==> src/rtl/instruction_fetch.sv <==
// instruction_fetch: owns the fetch pointer, issues one 16-bit instruction
// read at a time and queues returned words for the decoder.
// Jump/branch redirects flush the queue and squash any in-flight response;
// halt stops new requests while letting the outstanding one complete.
// Optional feature macro: IFETCH_BYPASS_EN -- when defined, a word acked
// while the queue is empty and the decoder is ready is handed over in the
// same cycle instead of being queued (zero-latency fetch).
module instruction_fetch #(
    parameter int          DEPTH      = 4,
    parameter logic [15:0] RESET_ADDR = 16'h0000
) (
    input  logic        d,
    input  logic        reset,
    input  logic        redirect,
    input  logic [15:0] redirect_addr,
    input  logic        halt,
    output logic        mem_req,
    output logic [15:0] mem_addr,
    input  logic        mem_ack,
    input  logic [15:0] mem_rdata,
    output logic        instr_valid,
    input  logic        instr_ready,
    output logic [15:0] instr_out,
    output logic [15:0] instr_pc
);

    localparam int PW = (DEPTH > 1) ? $clog2(DEPTH) : 1;
    localparam int CW = PW + 1;
    localparam logic [CW-1:0] DEPTH_C = CW'(DEPTH);

    typedef enum logic [1:0] {
        IDLE        = 2'd0,
        WAIT_ACK    = 2'd1,
        WAIT_SQUASH = 2'd2
    } state_t;

    state_t         state_reg;
    state_t         state_next;
    logic [15:0]    fetch_pc_reg;
    logic [15:0]    fetch_pc_next;
    logic [15:0]    mem_addr_reg;
    logic [15:0]    mem_addr_next;

    logic [PW-1:0]  rd_ptr_reg;
    logic [PW-1:0]  wr_ptr_reg;
    logic [CW-1:0]  count_reg;
    logic [CW-1:0]  count_after;

    // each slot holds {pc, word}
    logic [DEPTH-1:0][31:0] slot_q;

    logic           q_push;
    logic           q_pop;
    logic           q_flush;
    logic           queue_empty;
    logic           bypass;
    logic [15:0]    pc_plus2;
    logic [15:0]    redirect_even;
    logic [31:0]    head_entry;

    assign queue_empty   = (count_reg == '0);
    assign pc_plus2      = fetch_pc_reg + 16'd2;
    assign redirect_even = {redirect_addr[15:1], 1'b0};
    assign head_entry    = slot_q[rd_ptr_reg];

    // A request is on the bus whenever one is outstanding, squashed or not.
    assign mem_req  = (state_reg != IDLE);
    assign mem_addr = mem_addr_reg;

`ifdef IFETCH_BYPASS_EN
    // Word goes straight to the decoder when nothing older is waiting.
    assign bypass      = queue_empty && (state_reg == WAIT_ACK) && !redirect
                         && mem_ack && instr_ready;
    assign instr_valid = !queue_empty || bypass;
    assign instr_out   = bypass ? mem_rdata    : head_entry[15:0];
    assign instr_pc    = bypass ? fetch_pc_reg : head_entry[31:16];
`else
    assign bypass      = 1'b0;
    assign instr_valid = !queue_empty;
    assign instr_out   = head_entry[15:0];
    assign instr_pc    = head_entry[31:16];
`endif

    // Pop only real queue entries; a bypassed word never occupies a slot.
    assign q_pop = !queue_empty && instr_ready;

    // Next-state, fetch pointer and queue control.
    always_comb begin
        state_next    = state_reg;
        fetch_pc_next = fetch_pc_reg;
        mem_addr_next = mem_addr_reg;
        q_push        = 1'b0;
        q_flush       = 1'b0;
        count_after   = count_reg;
        case (state_reg)
            IDLE: begin
                if (redirect) begin
                    q_flush       = 1'b1;
                    fetch_pc_next = redirect_even;
                end else if (!halt && (count_reg < DEPTH_C)) begin
                    state_next    = WAIT_ACK;
                    mem_addr_next = fetch_pc_reg;
                end
            end
            WAIT_ACK: begin
                if (redirect) begin
                    // Acked word (if any) belongs to the old stream: drop it.
                    q_flush       = 1'b1;
                    fetch_pc_next = redirect_even;
                    state_next    = mem_ack ? IDLE : WAIT_SQUASH;
                end else if (mem_ack) begin
                    q_push        = !bypass;
                    fetch_pc_next = pc_plus2;
                    count_after   = count_reg + CW'(q_push) - CW'(q_pop);
                    // The next request will itself occupy a slot once issued.
                    if (!halt && (count_after < DEPTH_C)) begin
                        state_next    = WAIT_ACK;
                        mem_addr_next = pc_plus2;
                    end else begin
                        state_next    = IDLE;
                    end
                end
            end
            WAIT_SQUASH: begin
                if (redirect) begin
                    q_flush       = 1'b1;
                    fetch_pc_next = redirect_even;
                end
                if (mem_ack) begin
                    state_next = IDLE;
                end
            end
            default: begin
                state_next = IDLE;
            end
        endcase
    end

    // FSM state, fetch pointer and bus address registers.
    always_ff @(posedge d) begin
        if (reset) begin
            state_reg    <= IDLE;
            fetch_pc_reg <= {RESET_ADDR[15:1], 1'b0};
            mem_addr_reg <= RESET_ADDR;
        end else begin
            state_reg    <= state_next;
            fetch_pc_reg <= fetch_pc_next;
            mem_addr_reg <= mem_addr_next;
        end
    end

    // Queue pointers and occupancy; flush wins over push/pop.
    always_ff @(posedge d) begin
        if (reset || q_flush) begin
            rd_ptr_reg <= '0;
            wr_ptr_reg <= '0;
            count_reg  <= '0;
        end else begin
            if (q_push) begin
                wr_ptr_reg <= wr_ptr_reg + PW'(1);
            end
            if (q_pop) begin
                rd_ptr_reg <= rd_ptr_reg + PW'(1);
            end
            count_reg <= count_reg + CW'(q_push) - CW'(q_pop);
        end
    end

    generate
        for (genvar gi = 0; gi < DEPTH; gi++) begin : g_slot
            logic [31:0] slot_reg;

            // Capture the returned word and its address into this slot.
            always_ff @(posedge d) begin
                if (reset) begin
                    slot_reg <= '0;
                end else if (q_push && (wr_ptr_reg == PW'(gi))) begin
                    slot_reg <= {fetch_pc_reg, mem_rdata};
                end
            end

            assign slot_q[gi] = slot_reg;
        end
    endgenerate

endmodule

==> config.mk <==
export PLATFORM = sky130hd
export DESIGN_NAME = instruction_fetch
export DESIGN_NICKNAME = d
export VERILOG_FILES = /design/src/rtl/instruction_fetch.sv
export SDC_FILE = /design/constraint.sdc
export NUM_CORES = 1
export LEC_CHECK = 0
export BUFFER_PORTS_ARGS = -buffer_cell sky130_fd_sc_hd__buf_2
export CORE_MARGIN = 4
export CORE_UTILIZATION = 35
export CTS_BUF_LIST = sky130_fd_sc_hd__clkbuf_8
export CTS_CLUSTER_DIAMETER = 60
export DETAILED_ROUTE_END_ITERATION = 6
export PLACE_DENSITY = 0.58
export SKIP_LAST_GASP = 1
export SLEW_MARGIN = 20
export SYNTH_ARGS = -nofsm -noshare
export SYNTH_HDL_FRONTEND = slang
export SYNTH_SLANG_ARGS = --single-unit
==> constraint.sdc <==
create_clock -name d -period 5.9 [get_ports d]
set_input_delay 1.77 -clock d [delete_from_list [all_inputs] [get_ports d]]
set_output_delay 1.77 -clock d [all_outputs]
set_load 0.005 [all_outputs]
==> key figures <==
Status
  – Run status: completed

Critical path
  – Startpoint types: flop
  – Crit Path Class: flop to output pin
  – Max FO, Critical Path: 24
  – Arr. time, crit path: 2.44 ns
  – Worst path required time: 4.13 ns
  – Critical Path Sink Type: output pin
  – R2R cell count: 10

Synth
  – Yosys reg bits: 163
  – Count of flip-flops with a built-in enable after synthesis: 0
  – Syn Area/Cell: 8.342 um^2
  – Sequential share of the synthesized area: 44.00%
  – Count of different cell masters after synthesis: 48
  – Largest area contributor in the netlist: dfxtp_1
  – Ranking of synthesized cells by area: dfxtp_1 44%, nand2_1 14%, mux4_2 9.4%
  – Synth warnings: 0
  – Asr flop ratio synth: 0%
  – Primary FF master, synth: dfxtp_1
  – Synth top area share: 44.00%
  – Mapped Cells: 889
  – Synthesized cell area: 0.007416 mm^2

CTS
  – Hold Buf Count CTS: 0
  – Root Buffer: clkbuf_8
  – Clock sink total: 163
  – CTS tree: built
  – CTS buffer count: 17
  – H-Tree Level Count: 4
  – CTS clock-pin slew for the worst setup and hold paths: 0.08 ns
  – Setup bufs post-CTS: 0
  – Worst-Skew Late Latency: 0.45 ns
  – # resized after CTS: 0
  – Max Root-Sink Buffers: 2

Drt
  – Antenna viol nets, final: 0
  – Top Layer Used: met4
  – 1st-pass router iterations: 4
  – Met1 Wirelength: 8.547 mm
  – DR iter-0 viols: 381
  – Final wirelength: 19.06 mm
  – Routed wl met2: 9.429 mm
  – Residual DRC: 0
  – WL met3: 818 um
  – Via density: 5.045
  – Routed len/inst: 15.91 um
  – Vias: 6044

Power
  – Overall power: 0.002160 W
  – Worst vdd ir: 119.9 uV
  – Switching power: 0.0005425 W
  – P_int: 0.001618 W
  – Clock power share: 41.0%
  – Sequential power share: 53.0%
  – Comb power frac: 6.0%
  – Pwr Density: 260.6 mW/mm^2
  – Sw Share: 25.11%
  – Leak: 2.849 nW

Place
  – Port bufs: 84
  – RePlAce Congestion: 0.7599
  – Post-DP HPWL: 11.59 mm

Global route
  – First-pass GRT wire length: 30.97 mm
  – Initial antenna violation count: 0
  – Overall global routing resource usage: 16.12%
  – Number of global-route vias before repair: 5977
  – GRT overflow: 0
  – Largest net degree at the start of global routing: 72

Finish
  – Commonest non-fill, non-tap cell in the layout: nand2_1
  – Max FFs per register: 124
  – Commonest cells after routing, fill and taps aside: 284 x nand2_1, 161 x dfxtp_1, 136 x a21oi_1
  – Area growth syn-to-layout: 11.81%
  – # nets final: 961
  – Share of cells above drive strength 1: 19.83%
  – N_diodes: 0
  – Util after Layout: 40.33%

Timing
  – Slew HR: 39.44%
  – Final Max Slew Viols: 0
  – Final Critical Period: 4.208 ns
  – RSZ-0062 raised after global routing: no
  – Actual slew at the worst max-slew pin: 0.9084 ns
  – Final Hold Viols: 0
  – # setup viols final: 0
  – Worst Clk Skew: 0.008474 ns
  – Final worst-path cycle share: 71.32%
  – TNS Setup: 0 ns
  – Peak Freq: 237.7 MHz

Die
  – Top Ports: 88
  – Starting density of the core: 36.07%
  – Die W: 153.6 um
  – Core Region: 0.02056 mm^2
  – Rows: 52
  – Die height: 153.6 um
  – Die area: 0.02358 mm^2

Worst hold path
  – Hold/Removal Path Class: flop to flop
  – Worst hold stages: 2

Job
  – Total of max-cap violations: 0
==> logic make-up after synthesis <==
logic type                 count (synthesis)  synth area share, %
muxes                                     35                9.954
DFF                                      163                44.00
other                                      1              0.05057
xor gates and xnor gates                  19                2.244
buffers and inverters                     93                5.753
and+or+nand+nor                          382                21.17
AOI/OAI and AO/OA                        188                15.37
adders and majority gates                  8                1.451
==> power by group through the flow <==
stage / Sequential, W / Combinational [W] / Clock, W
after global routing: 0.00115 / 0.000144 / 0.000951
after floorplan: 0.00115 / 0.000105 / 0
after CTS: 0.00115 / 0.000131 / 0.000909
after detailed placement: 0.00117 / 0.000130 / 0
after global placement: 0.00117 / 0.000130 / 0
final: 0.00115 / 0.000129 / 0.000886
==> routing by layer <==
metal	GRT usage, %	vias up
li1	-	3021
met1	21.43	2885
met2	26.43	118
met3	3.373	20
met4	5.088	0
met5	0	-
==> worst max-delay path, stage by stage (launching register included) <==
cell	delay, ns
dfxtp_2	0.93
buf_4	0.36
mux4_2	0.53
buf_2	0.15
==> stage by stage <==
step | hold WS, ns | cell area (um^2) | instances | setup WS (ns)
final | 0.4553 | 8292 | 1198 | 1.692
after global routing | 0.4752 | 8292 | 1198 | 1.570
after CTS | 0.4587 | 8285 | 1198 | 1.651
after detailed placement | 0.4460 | 7850 | 1166 | 1.855
after global placement | 0.4386 | 7850 | 1166 | 1.890
after floorplan | 0.4331 | 7420 | 890 | 2.230
==> synthesized netlist by cell type (7+ instances only) <==
| library cell | instances |
|---|---|
| a211oi_2 | 14 |
| a21oi_1 | 137 |
| buf_2 | 23 |
| buf_4 | 9 |
| clkbuf_1 | 50 |
| dfxtp_1 | 163 |
| ha_1 | 7 |
| mux4_2 | 31 |
| nand2_1 | 284 |
| nand2b_1 | 8 |
| nor2_1 | 45 |
| o21ai_0 | 12 |
| xnor2_1 | 13 |
==> worst paths after layout <==
path | slack (ns) | startpoint | to
setup reg to reg | 2.69 | state_reg[0] | count_reg[2]
hold / removal | 0.46 | g_slot[2].slot_reg[26] | g_slot[2].slot_reg[26]
hold reg to reg | 0.46 | g_slot[2].slot_reg[26] | g_slot[2].slot_reg[26]
setup / recovery | 1.69 | rd_ptr_reg[1] | instr_out[3]
==> area by class of cell <==
type | count | area, um^2
fill | 2112 | 12270
multi-input combinational | 634 | 3737
sequential | 163 | 3268
timing repair buffer | 93 | 490.5
tap | 270 | 337.8
clock buffer | 19 | 261.5
clock inverter | 13 | 173.9
inverter | 6 | 22.52
(Power assumes the default switching activity.)
